`config.mk`:
```
export PLATFORM = sky130hd
export DESIGN_NAME = adder_rr_arbiter
export DESIGN_NICKNAME = d
export VERILOG_FILES = /design/src/rtl/adder_rr_arbiter.sv
export SDC_FILE = /design/constraint.sdc
export NUM_CORES = 1
export LEC_CHECK = 0
export CORE_MARGIN = 1.5
export CORE_UTILIZATION = 44
export DETAILED_ROUTE_END_ITERATION = 6
export PLACE_DENSITY = 0.84
export SLEW_MARGIN = 20
export SYNTH_ARGS = -nofsm -noshare
export SYNTH_HDL_FRONTEND = slang
export SYNTH_SLANG_ARGS = --single-unit
```
`constraint.sdc`:
```
create_clock -name clk -period 2.15 [get_ports clk]
set_clock_uncertainty 0.15 [all_clocks]
set_input_delay 0.3225 -clock clk [delete_from_list [all_inputs] [get_ports clk]]
set_output_delay 0.3225 -clock clk [all_outputs]
set_load 0.05 [all_outputs]
```
`src/rtl/adder_rr_arbiter.sv`:
```
// Round-robin front end that shares one pipelined adder between two requesters.
// A tag pipeline that tracks each operation's owner routes each registered result back to that owner.
module adder_rr_arbiter #(
    parameter int WIDTH = 4,
    parameter int LAT   = 4
) (
    input  logic             clk,
    input  logic             rst,
    input  logic             req0_valid,
    input  logic [WIDTH-1:0] req0_a,
    input  logic [WIDTH-1:0] req0_b,
    input  logic             req0_cin,
    output logic             req0_ready,
    input  logic             req1_valid,
    input  logic [WIDTH-1:0] req1_a,
    input  logic [WIDTH-1:0] req1_b,
    input  logic             req1_cin,
    output logic             req1_ready,
    output logic [WIDTH-1:0] add_a,
    output logic [WIDTH-1:0] add_b,
    output logic             add_cin,
    input  logic [WIDTH-1:0] add_s,
    input  logic             add_cout,
    output logic             rsp0_valid,
    output logic [WIDTH:0]   rsp0_sum,
    output logic             rsp1_valid,
    output logic [WIDTH:0]   rsp1_sum,
    output logic             busy
);

    logic         ptr;
    logic         grant0;
    logic         grant1;
    logic         xfer;
    logic         win_id;
    logic [LAT:0] tag_valid;
    logic [LAT:0] tag_id;

    // ptr names the requester that wins when both requesters are valid.
    always_comb begin
        grant0 = req0_valid & (~req1_valid | ~ptr);
        grant1 = req1_valid & (~req0_valid | ptr);
    end

    assign req0_ready = rst & grant0;
    assign req1_ready = rst & grant1;
    assign xfer       = req0_ready | req1_ready;
    assign win_id     = req1_ready;

    always_ff @(posedge clk or negedge rst) begin
        if (!rst) begin
            ptr <= 1'b0;
        end else if (xfer) begin
            ptr <= ~win_id;
        end
    end

    always_ff @(posedge clk or negedge rst) begin
        if (!rst) begin
            add_a   <= '0;
            add_b   <= '0;
            add_cin <= 1'b0;
        end else if (xfer) begin
            add_a   <= win_id ? req1_a   : req0_a;
            add_b   <= win_id ? req1_b   : req0_b;
            add_cin <= win_id ? req1_cin : req0_cin;
        end else begin
            add_a   <= '0;
            add_b   <= '0;
            add_cin <= 1'b0;
        end
    end

    // The top stage lines up with the adder output for the operation issued LAT edges earlier.
    always_ff @(posedge clk or negedge rst) begin
        if (!rst) begin
            tag_valid <= '0;
            tag_id    <= '0;
        end else begin
            tag_valid <= {tag_valid[LAT-1:0], xfer};
            tag_id    <= {tag_id[LAT-1:0], win_id};
        end
    end

    always_ff @(posedge clk or negedge rst) begin
        if (!rst) begin
            rsp0_valid <= 1'b0;
            rsp1_valid <= 1'b0;
            rsp0_sum   <= '0;
            rsp1_sum   <= '0;
        end else begin
            rsp0_valid <= tag_valid[LAT] & ~tag_id[LAT];
            rsp1_valid <= tag_valid[LAT] & tag_id[LAT];
            if (tag_valid[LAT] && !tag_id[LAT]) begin
                rsp0_sum <= {add_cout, add_s};
            end
            if (tag_valid[LAT] && tag_id[LAT]) begin
                rsp1_sum <= {add_cout, add_s};
            end
        end
    end

    // busy stays high through the result strobe cycle and drops on the cycle after it.
    assign busy = (|tag_valid) | rsp0_valid | rsp1_valid;

endmodule

```
---- After elaboration in Yosys (flattened, before gate mapping) ----
Cells that the tools add are included.
word-level totals
  output and inout port bits .............. 24
  register bits after elaboration ......... 32
  input port bits ......................... 27
operators by class
  reduce and logical (&&, ||, !) cells .... 4
  muxes and demuxes ....................... 6
  bitwise gates (word level) .............. 16
operators by type and width
  cell                number
  2-to-1 mux 4 bit    4
  bitwise AND 1 bit   6
  inverter 1 bit      5
  OR 1 bit            5
  OR reduction 5 bit  1
  logical AND 1 bit   2
  2-to-1 mux 1 bit    2
  logical NOT 1 bit   1

---- Longest topological paths before layout ----
Gate-level depths: netlist of run 1.
  word-level depth ........................ 6
  mapped depth ............................ 4
  gate-level depth less buffers ........... 3

---- Least setup slack after synthesis of run 1 ----
Ideal clock, no wire load.
  path type ............................... reg2out
  start ................................... register ptr
  end ..................................... output port req0_ready
  setup slack ............................. 0.514 ns
  data arrival time ....................... 1.164 ns
  cell stages (with the launch flop) ...... 2
  required time ........................... 1.678 ns
  path through ............................ dfrtp_1 > a21oi_1
on the way
  cells in the longest elaborated chain, start to end .. 4
ends and longest elaborated chain
  item                    RTL line  source
  from (decl)             31        logic ptr;
  from (signal assigned)  54        ptr <= ~win_id;
  inverter 1 bit          41        grant0 = req0_valid & (~req1_valid | ~ptr);
  OR 1 bit                41
  bitwise AND 1 bit       41
  bitwise AND 1 bit       45        assign req0_ready = rst & grant0;
  to (decl)               13        output logic req0_ready,
Every way passes these cells.

---- Worst setup path after layout of run 1 ----
  start ................................... input port rst
  end ..................................... output port req0_ready
on the way
  cells in the longest elaborated chain, start to end .. 1
ends and longest elaborated chain
  item               RTL line  source
  from (decl)        8         input logic rst,
  bitwise AND 1 bit  45
Every way passes these cells.

==> impl_results.md, run 1 <==
- Outcome: completed
- Crit Path Category: in2out
- Switch share: about a third
- Worst-Margin Slew: 516 ps
- Fin crit share: between 90% and 100%
- Core Rows: 18
- Switching pwr: 0.518 mW
- # setup viols final: 0
- Post-CTS setup buffer count: 0
- Comb power frac: about a third
- 1st-iter DRT viols: 5
- RePlAce Congestion: 0.741
- R2r startpoint: ptr
- Leakage power total: 0.874 nW
- ANT nets after route: 0
- Max-slew violations: 0
- First-pass GRT wire length: 4420 um
- Area Growth Syn to Fin: 51.4%
- Most common cell after layout, fill and taps aside: clkdlybuf4s50_1
- Post-synth cell types: 19
- Clk buf depth: 2
- Startpoint Class: primary input
- CTS clk-pin slew, worst paths: around 90 ps
- #FFs+latches synth: 32
- Hold_sp: tag_id[0]
- Starting Density: between 40 and 50%
- Syn Inst Count: between 70 and 80
- Chip width: 55.4 um
- Share of cells above drive strength 1: 18.2%
- Sequential area share after synthesis: between 60% and 70%
- WP data arrival: 1580 ps
- Setup TNS: 0 ps
- DRC Markers: 0
- Crit path time final: 2050 ps
- Post-synthesis cell area: 1210 sq um
- N_diodes: 0
- Yosys Warn Count: 0
- CP max FO: 10
- HPWL after detailed placement: between 1500 and 2000 um
- Via-to-Cell Ratio: 5.10
- Clock power frac: 22.5%
- CTS root buf: clkbuf_4
- TritonCTS clock tree: yes
- Total grt overflow: 0
- Final wirelength: 2490 um
- Largest net degree at the start of global routing: 36
- H-tree depth: 2
- FF-to-FF setup slack: 830 ps
- Core Area: 2540 sq um
- Drt wl/cell: 14.9 um
- Port buffer count: 50
- Initial antenna violation count: 0
- Power per Cell Area: 846 nW/um^2
- Hold Fails Final Rpt: 0
- Chip Height: approximately 55 um
- Fmax: 487 MHz
- Fin area: 1830 sq um
- Cell internal pwr: 1.03 mW
- Clock buffer count from CTS: 5
- Most frequent cells in the layout: clkdlybuf4s50_1, dfrtp_1, o2111a_1, a21o_1
- Vias: ~850
- RSZ-0062 raised after global routing: no
- Tightest Hold Check Type: reg2reg
- VDD IR max: between 0.0006 and 0.0007 V
- Die ar.: 3070 sq um
- Post-DP Area: between 1500 and 2000 sq um
- CP Capture Type: output port
- Boundary Pins: 51
- Drt first pass iters: 2
- Mapped Nets: 105
- WP data required: ~1700 ps
- Layout Nets: between 150 and 200
- MaxCap Viol Count: 0
- Clock Sinks: 32
- Vias in the first global route: 927
- Clock Latency Late Sink: 320 ps
- Slew HR: ~65%
- Syn avg cell area: 15.5 sq um
- GRT Util Overall: 18.8%
- Worst setup startpoint: rst
- Part of the power in registers: 45.2%
==> power by group through the flow <==
| stage | clock network (mW) | logic (mW) | registers, mW |
|---|---|---|---|
| 3_3_place_gp | 0 | 0.495 | 0.709 |
| 4_1_cts | 0.367 | 0.505 | 0.702 |
| 5_1_grt | 0.394 | 0.524 | 0.710 |
| 6_report | 0.350 | 0.500 | 0.701 |
| 2_1_floorplan | 0 | 0.110 | 0.901 |
| 3_5_place_dp | 0 | 0.502 | 0.714 |
==> layout make-up <==
cell class              instances  area (sq um)
well taps                      30          37.5
flip-flops and latches         32           801
fillers                       178           713
multi-input cells              39           369
clock buffers                   8          58.8
repair buffers                 55           554
inverters                       3          11.3
==> worst max-delay path, cell delays in order <==
cell	delay, ps
dlygate4sd3_1	530
buf_2	220
nand2_1	80
a21oi_1	250
buf_12	180
==> synth_stat cells <==
cell type / number / area share [%]
a21o_1: 9 / 5.6
a21oi_1: 1 / 0.41
a21oi_4: 1 / 1.3
buf_2: 2 / 0.83
buf_4: 1 / 0.62
buf_6: 1 / 0.93
dfrtp_1: 32 / 66
inv_1: 1 / 0.31
inv_2: 2 / 0.62
mux2_1: 1 / 0.93
mux2_2: 4 / 3.7
mux2_4: 5 / 6.2
nand2_1: 4 / 1.2
nor2b_1: 1 / 0.52
nor3_1: 1 / 0.41
nor4_1: 1 / 0.52
o2111a_1: 9 / 8.4
o21a_1: 1 / 0.62
o21bai_1: 1 / 0.62
==> stage by stage <==
step / cells / utilization (%) / worst slack [ps] / hold slack [ps] / power, mW
global placement: 158 / 69.3 / 289 / 11.5 / 1.20
finish: 167 / 72.0 / 96.6 / 209 / 1.55
CTS: 167 / 72.0 / 86.1 / 210 / 1.57
detailed placement: 158 / 69.3 / 264 / 21.9 / 1.22
global route: 167 / 72.0 / 33.6 / 213 / 1.63
floorplan: 78 / - / 514 / -123 / 1.01
==> registers in the layout, indices dropped and copies added (netlist names) <==
name and flops:
add_b 4, rsp0_valid 1, add_a 4, rsp1_valid 1, add_cin 1, rsp1_sum 5
tag_id 5, ptr 1, rsp0_sum 5, tag_valid 5
==> path summary, 6_finish.rpt <==
kind | to | cells past startpoint
setup / recovery | req0_ready | 5
hold / removal | tag_id[1] | 0
setup reg to reg | add_a[2] | 4
hold reg to reg | tag_id[1] | 0
max in group asynchronous | rsp1_sum[2] | 3
min in group asynchronous | add_b[2] | 2
==> routing by layer <==
metal	GRT usage [%]	part of all wire (%)	routed length, um
met1	23.4	43	1080
met2	28.4	45	1120
met3	11.0	11	270
met4	4.18	0.84	21
met5	0	0	0
==> timing repair <==
action / CTS / global route
endpoints found under the hold margin: 3 / 0
hold buffers: 1 / 0
setup endpoints to repair: 1 / 0
gates resized for setup: 1 / 0
==> logic make-up after synthesis <==
| logic type | share of synthesized area (%) |
|---|---|
| flops | 66.2 |
| compound gates | 17.0 |
| mux | 10.9 |
| simple gates | 2.69 |
| buf+inv | 3.31 |
Power figures use the tool's default switching activity.
==> run 2: changes to the inputs <==
--- a/config.mk
+++ b/config.mk
@@ -9,7 +9,6 @@
 export CORE_UTILIZATION = 44
 export DETAILED_ROUTE_END_ITERATION = 6
 export PLACE_DENSITY = 0.84
-export SLEW_MARGIN = 20
 export SYNTH_ARGS = -nofsm -noshare
 export SYNTH_HDL_FRONTEND = slang
 export SYNTH_SLANG_ARGS = --single-unit
==> results of run 2 <==
Same layout as run 1: the final DEF is identical, and so are final timing and power.
==> run 3: changes to the inputs <==
--- a/config.mk
+++ b/config.mk
@@ -6,9 +6,10 @@
 export NUM_CORES = 1
 export LEC_CHECK = 0
 export CORE_MARGIN = 1.5
-export CORE_UTILIZATION = 44
+export CORE_UTILIZATION = 37
 export DETAILED_ROUTE_END_ITERATION = 6
-export PLACE_DENSITY = 0.84
+export HOLD_SLACK_MARGIN = 0.06
+export PLACE_DENSITY = 0.74
 export SYNTH_ARGS = -nofsm -noshare
 export SYNTH_HDL_FRONTEND = slang
 export SYNTH_SLANG_ARGS = --single-unit
==> constraint.sdc (replaced) <==
create_clock -name clk -period 1.7 [get_ports clk]
set_clock_uncertainty 0.15 [all_clocks]
set_input_delay 0.255 -clock clk [delete_from_list [all_inputs] [get_ports clk]]
set_output_delay 0.255 -clock clk [all_outputs]
set_load 0.05 [all_outputs]
==> impl_results.md, run 3 (synthesized netlist as in run 1, its figures left out) <==
- Outcome: completed (unchanged)
- Port buffer count: 50 (unchanged)
- Die ar.: 3620 sq um (was 3070 sq um)
- Slew HR: 52.2% (was 65.5%)
- Vias in the first global route: 924 (was 927)
- Hold Fails Final Rpt: 0 (unchanged)
- Total grt overflow: 0 (unchanged)
- Crit Path Category: reg2out (was in2out)
- Startpoint Class: flip-flop (was primary input)
- MaxCap Viol Count: 0 (unchanged)
- Fin area: 1810 sq um (was 1830 sq um)
- H-tree depth: 2 (unchanged)
- Global Route met2 Usage: 25.0% (was 28.4%)
- Vias: 884 (was 852)
- Drt first pass iters: 4 (was 2)
- Setup TNS: 0 ps (unchanged)
- Share of cells above drive strength 1: 35.5% (was 18.2%)
- DRC Markers: 0 (unchanged)
- Max-slew violations: 0 (unchanged)
- First-pass GRT wire length: 4000 um (was 4420 um)
- GR Layer Usage met3: 8.44% (was 11.0%)
- RePlAce Congestion: 0.784 (was 0.741)
- TritonCTS clock tree: yes (unchanged)
- Final wirelength: 2570 um (was 2490 um)
- Layout Nets: 164 (was 163)
- GRT Util Overall: 15.9% (was 18.8%)
- Area Growth Syn to Fin: 49.8% (was 51.4%)
- VDD IR max: 0.000556 V (was 0.000685 V)
- 1st-iter DRT viols: 19 (was 5)
- Initial antenna violation count: 0 (unchanged)
- Worst-Margin Slew: 716 ps (was 516 ps)
- Crit path time final: 1700 ps
- WP data arrival: 1290 ps (was 1580 ps)
- Fin crit share: 99.8%
- Clock buffer count from CTS: 5 (unchanged)
- # placed instances: 172 (was 158)
- Core Area: 3080 sq um (was 2540 sq um)
- Power Total: 1.94 mW (was 1.55 mW)
- Fin cells: 182 (was 167)
- # setup viols final: 0 (unchanged)
- Starting Density: 39.3% (was 47.5%)
- Clk buf depth: 2 (unchanged)
- ANT nets after route: 0 (unchanged)
- Clock Sinks: 32 (unchanged)
- Via-to-Cell Ratio: 4.86 (was 5.10)
- Worst hold stages: 4 (was 0)
- CTS root buf: clkbuf_4 (unchanged)
- WP data required: 1290 ps (was 1680 ps)
- Fmax: 589 MHz
- WHS: 205 ps (was 209 ps)
- CP max FO: 2 (was 10)
- Chip Height: 60.2 um (was 55.4 um)
- Met1 usage: 17.6% (was 23.4%)
- Core Rows: 20 (was 18)
- HPWL after detailed placement: 1870 um (was 1830 um)
- Leakage power total: 0.910 nW (was 0.874 nW)
- Largest net degree at the start of global routing: 22 (was 36)
- Tightest Hold Check Type: in2reg (was reg2reg)
- Most frequent cells in the layout: dfrtp_1, buf_4, clkdlybuf4s50_1 (was clkdlybuf4s50_1, dfrtp_1, o2111a_1, a21o_1)
- Clock Latency Late Sink: 320 ps (about the same)
- Most common cell after layout, fill and taps aside: dfrtp_1 (was clkdlybuf4s50_1)
- N_diodes: 0 (unchanged)
- Boundary Pins: 51 (unchanged)
- CP Capture Type: output port (unchanged)
- Busiest layer in global routing: met2 (unchanged)
- Post-DP Area: 1730 sq um (was 1760 sq um)
- Chip width: 60.2 um (was 55.4 um)
- CTS clk-pin slew, worst paths: 90 ps (about the same)
- Drt wl/cell: 14.1 um (was 14.9 um)
- Reg2reg path depth: 2 (was 4)
- Power per Cell Area: 1070 nW/um^2 (was 846 nW/um^2)
- RSZ-0062 raised after global routing: yes (was no)
run 3: changes by cell type in the layout (fill, tap and decap cells not counted), sizes merged:
| cell | previous run | this run |
|---|---|---|
| buf | 7 | 30 |
| clkdlybuf4s50 | 46 | 25 |
| dlygate4sd2 | 1 | 0 |
run 3: timing repair:
action	in CTS	in global routing
hold buffers	1	0
buffers inserted	0	1
resized for setup	0	2
endpoints found under the setup margin	0	1
hold endpoints to repair	32	0
run 3: final timing paths:
check / start / end / slack, ps
worst max-delay path: rsp1_valid / busy / 4
worst min-delay path: rst / ptr / 210
worst max register to register: tag_valid[4] / rsp0_sum[0] / 110
worst min register to register: tag_id[1] / tag_id[2] / 210
max in group asynchronous: rst / rsp0_sum[4] / 830
min in group asynchronous: rst / tag_valid[0] / 330
run 3: metrics by stage:
stage,util (%),setup WS [ps]
6_report,58.9,3.61
4_1_cts,58.3,20.7
3_3_place_gp,56.1,82.4
2_1_floorplan,-,95.5
5_1_grt,58.9,-72.0
3_5_place_dp,56.1,39.7
run 3: area by class of cell:
type,count,area [sq um]
Timing Repair Buffer,56,512
Inverter,3,11.3
Multi-Input combinational cell,39,375
Sequential cell,32,801
Tap cell,44,55.1
Fill cell,279,1260
Clock buffer,8,58.8
run 3: critical path: stages, from the launching register on:
cell and delay, ps:
dfrtp_1 410, nor4_2 290, nand2_1 110, buf_6 160
run 3: routing by layer:
metal | part of all wire [%] | vias to the layer above | routed length [um]
met5 | 0 | - | 0
li1 | - | 410 | -
met4 | 1.6 | 0 | 42
met3 | 11 | 5 | 292
met2 | 46 | 54 | 1170
met1 | 41 | 415 | 1060
run 3: power breakdown:
group | leakage, nW | internal (mW) | switching [mW]
logic | 0.476 | 0.234 | 0.378
clock network | 0.0326 | 0.204 | 0.235
registers | 0.402 | 0.846 | 0.0398
==> RTL edit 1, RTL diff (settings of run 3) <==
Take the reset off `tag_id` and load it in a clocked block of its own.
--- a/src/rtl/adder_rr_arbiter.sv
+++ b/src/rtl/adder_rr_arbiter.sv
@@ -75,11 +75,13 @@
     always_ff @(posedge clk or negedge rst) begin
         if (!rst) begin
             tag_valid <= '0;
-            tag_id    <= '0;
         end else begin
             tag_valid <= {tag_valid[LAT-1:0], xfer};
-            tag_id    <= {tag_id[LAT-1:0], win_id};
         end
+    end
+
+    always_ff @(posedge clk) begin
+        tag_id <= {tag_id[LAT-1:0], win_id};
     end
 
     always_ff @(posedge clk or negedge rst) begin
Check against the original RTL: no difference found for any inputs over 10 cycles, from zero or initial values and one cycle with rst low; that may be too few to reach the edited logic, so the function may still have changed.
==> RTL edit 1 against run 3 <==
- worst setup slack gained 0.024 ns
- register-to-register slack gained 0.03 ns
- sequential cell count is the same
- area after synthesis shrank 2.1%
- power shrank 0.53%
- wire length shrank 9.1%
- cell area shrank 0.21%
- die area shrank 2.0%
==> RTL edit 1: results (changes against run 3) <==
- Hold crit path type: input pin to asynchronous set/reset pin
- # clk buffers: 6 (-2)
- Outcome: completed
- Post-Syn Nets: 105 (unchanged)
- Routed wl met3: 256 um (-12%)
- R2R setup slack: 0.14 ns (+0.03 ns)
- Leak: 0.8942 nW (-1.8%)
- Via count: 868 (-1.8%)
- Fill count: 255 (-8.6%)
- Adder-cell share of the synthesized area: 0% (unchanged)
- GR met2 Demand/Resource: 24.49% (-0.51 points)
- CP max stage delay: 0.41 ns (about the same)
- GR Layer Usage met1: 17.98% (+0.40 points)
- Worst vdd ir: 427.5 uV (-23%)
- Synthesized area: 1185 sq um (-2.1%)
- Area contributors post-synth: dfrtp_1 57%, o2111a_1 8.6%, dfxtp_1 8.4%
- Compound-Gate Fraction of Synth Area: 17.32% (+0.36 points)
- Post-synthesis sequential area ratio: 65.47% (-0.71 points)
- Syn_area_per_cell: 15.19 sq um (-2.1%)
- Post-layout min period: 1.672 ns (-0.02408 ns)
- Seq cells post-synth: 32 (unchanged)
- First-pass GRT wire length: 3822 um (-4.3%)
- Post-synth top area share: 57.02% (-9.2 points)
- GP Congestion: 0.7238 (-7.7%)
- WP data arrival: 1.27 ns (-0.02 ns)
- Placed Instance Area: 1734 sq um (+0.43%)
- Vias in the first global route: 842 (-8.9%)
- Clock network area share: 3.389% (+0.15 points)
- Drt total wl: 2334 um (-9.1%)
- Worst slew pin tran: 0.6881 ns (-0.02786 ns)
- Resized Gates After CTS: 1 (+1)
- YS warnings: 0 (unchanged)
- Hold Slack: 0.1677 ns (-0.03761 ns)
- CTS Buf Count: 5 (unchanged)
- Share of flip-flops with an asynchronous set or reset: 84.38% (-16 points)
- Layout area overhead: 52.69%
- Cells after DPL: 174 (+1.2%)
- Post-synth top cells: 27 x dfrtp_1, 9 x a21o_1, 9 x o2111a_1, 5 x dfxtp_1, 5 x mux2_4
- Met2 wire length: 1095 um (-6.4%)
- Multi-input gate area: 379.1 sq um (+1.0%)
- Post-synth cell types: 20 (+1)
- Data buffer area share: 29.11% (+0.89 points)
- Largest net degree at the start of global routing: 26 (+18%)
- Share of post-route cells with drive strength above 1: 37.68% (+2.2 points)
- Post-synthesis mux area share: 11.09% (+0.23 points)
- Fin nets: 164 (unchanged)
- GR Util met3: 7.642% (-0.80 points)
- Sequential share of cell area: 42.88% (-1.3 points)
- GRT Total Usage: 15.29% (-0.61 points)
==> RTL edit 1: where the power goes <==
| group | internal (mW) | switching (mW) |
|---|---|---|
| registers | 0.844 | 0.0410 |
| clock network | 0.197 | 0.232 |
| logic | 0.240 | 0.373 |
==> RTL edit 1: final timing paths <==
check / start / to
min in group clk: tag_id[2]$_DFF_P_ / tag_id[3]$_DFF_P_
hold / removal: rst / add_cin$_DFF_PN0_
max in group asynchronous: rst / rsp1_sum[4]$_DFFE_PN0P_
setup reg to reg: tag_valid[4]$_DFF_PN0_ / rsp0_sum[3]$_DFFE_PN0P_
setup / recovery: tag_valid[3]$_DFF_PN0_ / busy
hold reg to reg: tag_id[2]$_DFF_P_ / tag_id[3]$_DFF_P_
==> RTL edit 1: critical path, delay by kind of cell (launching register included) <==
family	cells	cell delay (ns)
flip-flops	1	0.41
AND/OR/NAND/NOR	2	0.38
buffers and inverters	1	0.16
==> RTL edit 2, RTL diff (settings of run 3) <==
Made on the original files. The parameter `WIDTH` goes from 4 to 3.
--- a/src/rtl/adder_rr_arbiter.sv
+++ b/src/rtl/adder_rr_arbiter.sv
@@ -1,7 +1,7 @@
 // Round-robin front end that shares one pipelined adder between two requesters.
 // A tag pipeline that tracks each operation's owner routes each registered result back to that owner.
 module adder_rr_arbiter #(
-    parameter int WIDTH = 4,
+    parameter int WIDTH = 3,
     parameter int LAT   = 4
 ) (
     input  logic             clk,
Ports: changed (9 resized); port bits go from 51 to 42. The function was not compared with the original's and may differ.
==> RTL edit 2 against run 3 <==
- the flow now finishes with violations (setup timing)
- worst hold slack gained 0.012 ns
- synthesized cell count is 14% lower
- power fell by 20%
- sequential share of layout area is 1.1 points higher
- sequential cell count decreased by 4
- wire length is 18% lower
- first-iteration DRC count is 68% lower
- worst setup slack worse by 0.029 ns
- cell area decreased by 15%
- area after synthesis down 13%
- register-to-register slack better by 0.32 ns
- critical path depth did not move
- largest power group unchanged
==> RTL edit 2: results (changes against run 3) <==
- CTS Buf Count: 3 (-2)
- R2R setup slack: 0.43 ns (+0.32 ns)
- GP Congestion: 0.7311 (-6.8%)
- Relative slew slack: 81.32% (+29 points)
- Hold Crit Start: tag_id[3]$_DFF_PN0_
- Post-detailed-route via-to-cell ratio: 4.898 (+0.84%)
- GR Layer Usage met1: 17.22% (-0.36 points)
- Root buffer cell: clkbuf_4
- Post-route setup slack: -0.02537 ns (-0.02899 ns)
- Top_reg_cell synth: dfrtp_1
- H-tree depth: 1 (-1)
- Share of post-route cells with drive strength above 1: 37.93% (+2.4 points)
- Initial DRT Pass Iterations: 2 (-2)
- Cells after DPL: 142 (-17%)
- GR Util met3: 3.687% (-4.8 points)
- Routed wl met3: 140 um (-52%)
- CTS clk-pin slew, worst paths: 0.14 ns (+0.05 ns)
- Iter 0 DRT Violations: 6 (-13)
- Final HPWL DP: 1588 um (-15%)
- Post-synth cell types: 18 (-1)
- First-pass GRT wire length: 3546 um (-11%)
- Post-Syn Nets: 89 (-15%)
- Failing checks: setup timing
- Fill count: 229 (-18%)
- GR met2 Demand/Resource: 25.21% (+0.21 points)
- Outcome: finished with violations
- Post-synth top cells: 28 x dfrtp_1, 7 x a21o_1, 7 x o2111a_1, 4 x mux2_2, 4 x mux2_4
- Syn_area_per_cell: 15.72 sq um (+1.4%)
- Hold crit path type: flop to flop
- Setup violations, final: 1 (+1)
- Met2 wire length: 1049 um (-10%)
- Drt wl/cell: 14.40 um (+2.1%)
- Setup WS pre-CTS: 0.02618 ns (-0.01354 ns)
- Port Buffers: 41 (-18%)
- Post-synthesis sequential area ratio: 66.51% (+0.32 points)
- Via count: 720 (-19%)
- Worst vdd ir: 712.8 uV (+28%)
- Worst R2R Start: ptr$_DFFE_PN0P_
- Area contributors post-synth: dfrtp_1 67%, o2111a_1 7.5%, mux2_4 5.7%
- Vias in the first global route: 821 (-11%)
- Leak: 0.7873 nW (-14%)
==> RTL edit 2: power by group <==
| group | internal, mW | switching, mW | total [mW] |
|---|---|---|---|
| logic | 0.201 | 0.308 | 0.509 |
| registers | 0.737 | 0.0360 | 0.773 |
| clock network | 0.0828 | 0.175 | 0.258 |
| total | 1.02 | 0.519 | 1.54 |
==> RTL edit 2: final cells by class <==
type | instances | area, sq um | area share [%]
repair buffers | 49 | 454.2 | 29.32
flip-flops and latches | 28 | 700.7 | 45.23
inverters | 3 | 11.26 | 0.7270
well taps | 31 | 38.79 | 2.504
clock buffers | 3 | 22.52 | 1.454
multi-input cells | 33 | 321.6 | 20.76
==> RTL edit 2: path summary, 6_finish.rpt <==
path	cells after the start	endpoint
min in group asynchronous	3	ptr$_DFFE_PN0P_
setup / recovery	3	busy
max in group asynchronous	3	rsp1_sum[3]$_DFFE_PN0P_
hold reg to reg	0	tag_id[4]$_DFF_PN0_
hold / removal	0	tag_id[4]$_DFF_PN0_
setup reg to reg	4	add_a[0]$_DFF_PN0_
==> RTL edit 2: cell families after synthesis <==
| family | count (synthesis) | share of synthesized area, % |
|---|---|---|
| simple gates | 7 | 4.038 |
| compound gates | 18 | 15.92 |
| buf+inv | 6 | 3.562 |
| flops | 28 | 66.51 |
| mux | 8 | 9.976 |
==> RTL edit 2: what timing repair did <==
action,CTS,global route
hold buffers,0,1
setup endpoints to repair,1,2
pin swaps,1,0
resized for setup,0,3
hold endpoints to repair,0,28
setup buffers,1,0
==> RTL edit 2: metrics by stage <==
stage               power [mW]  TNS [ns]
floorplan                1.096         0
global placement         1.284         0
detailed placement       1.295         0
CTS                      1.557         0
global route             1.621   -0.1161
finish                   1.540  -0.02537
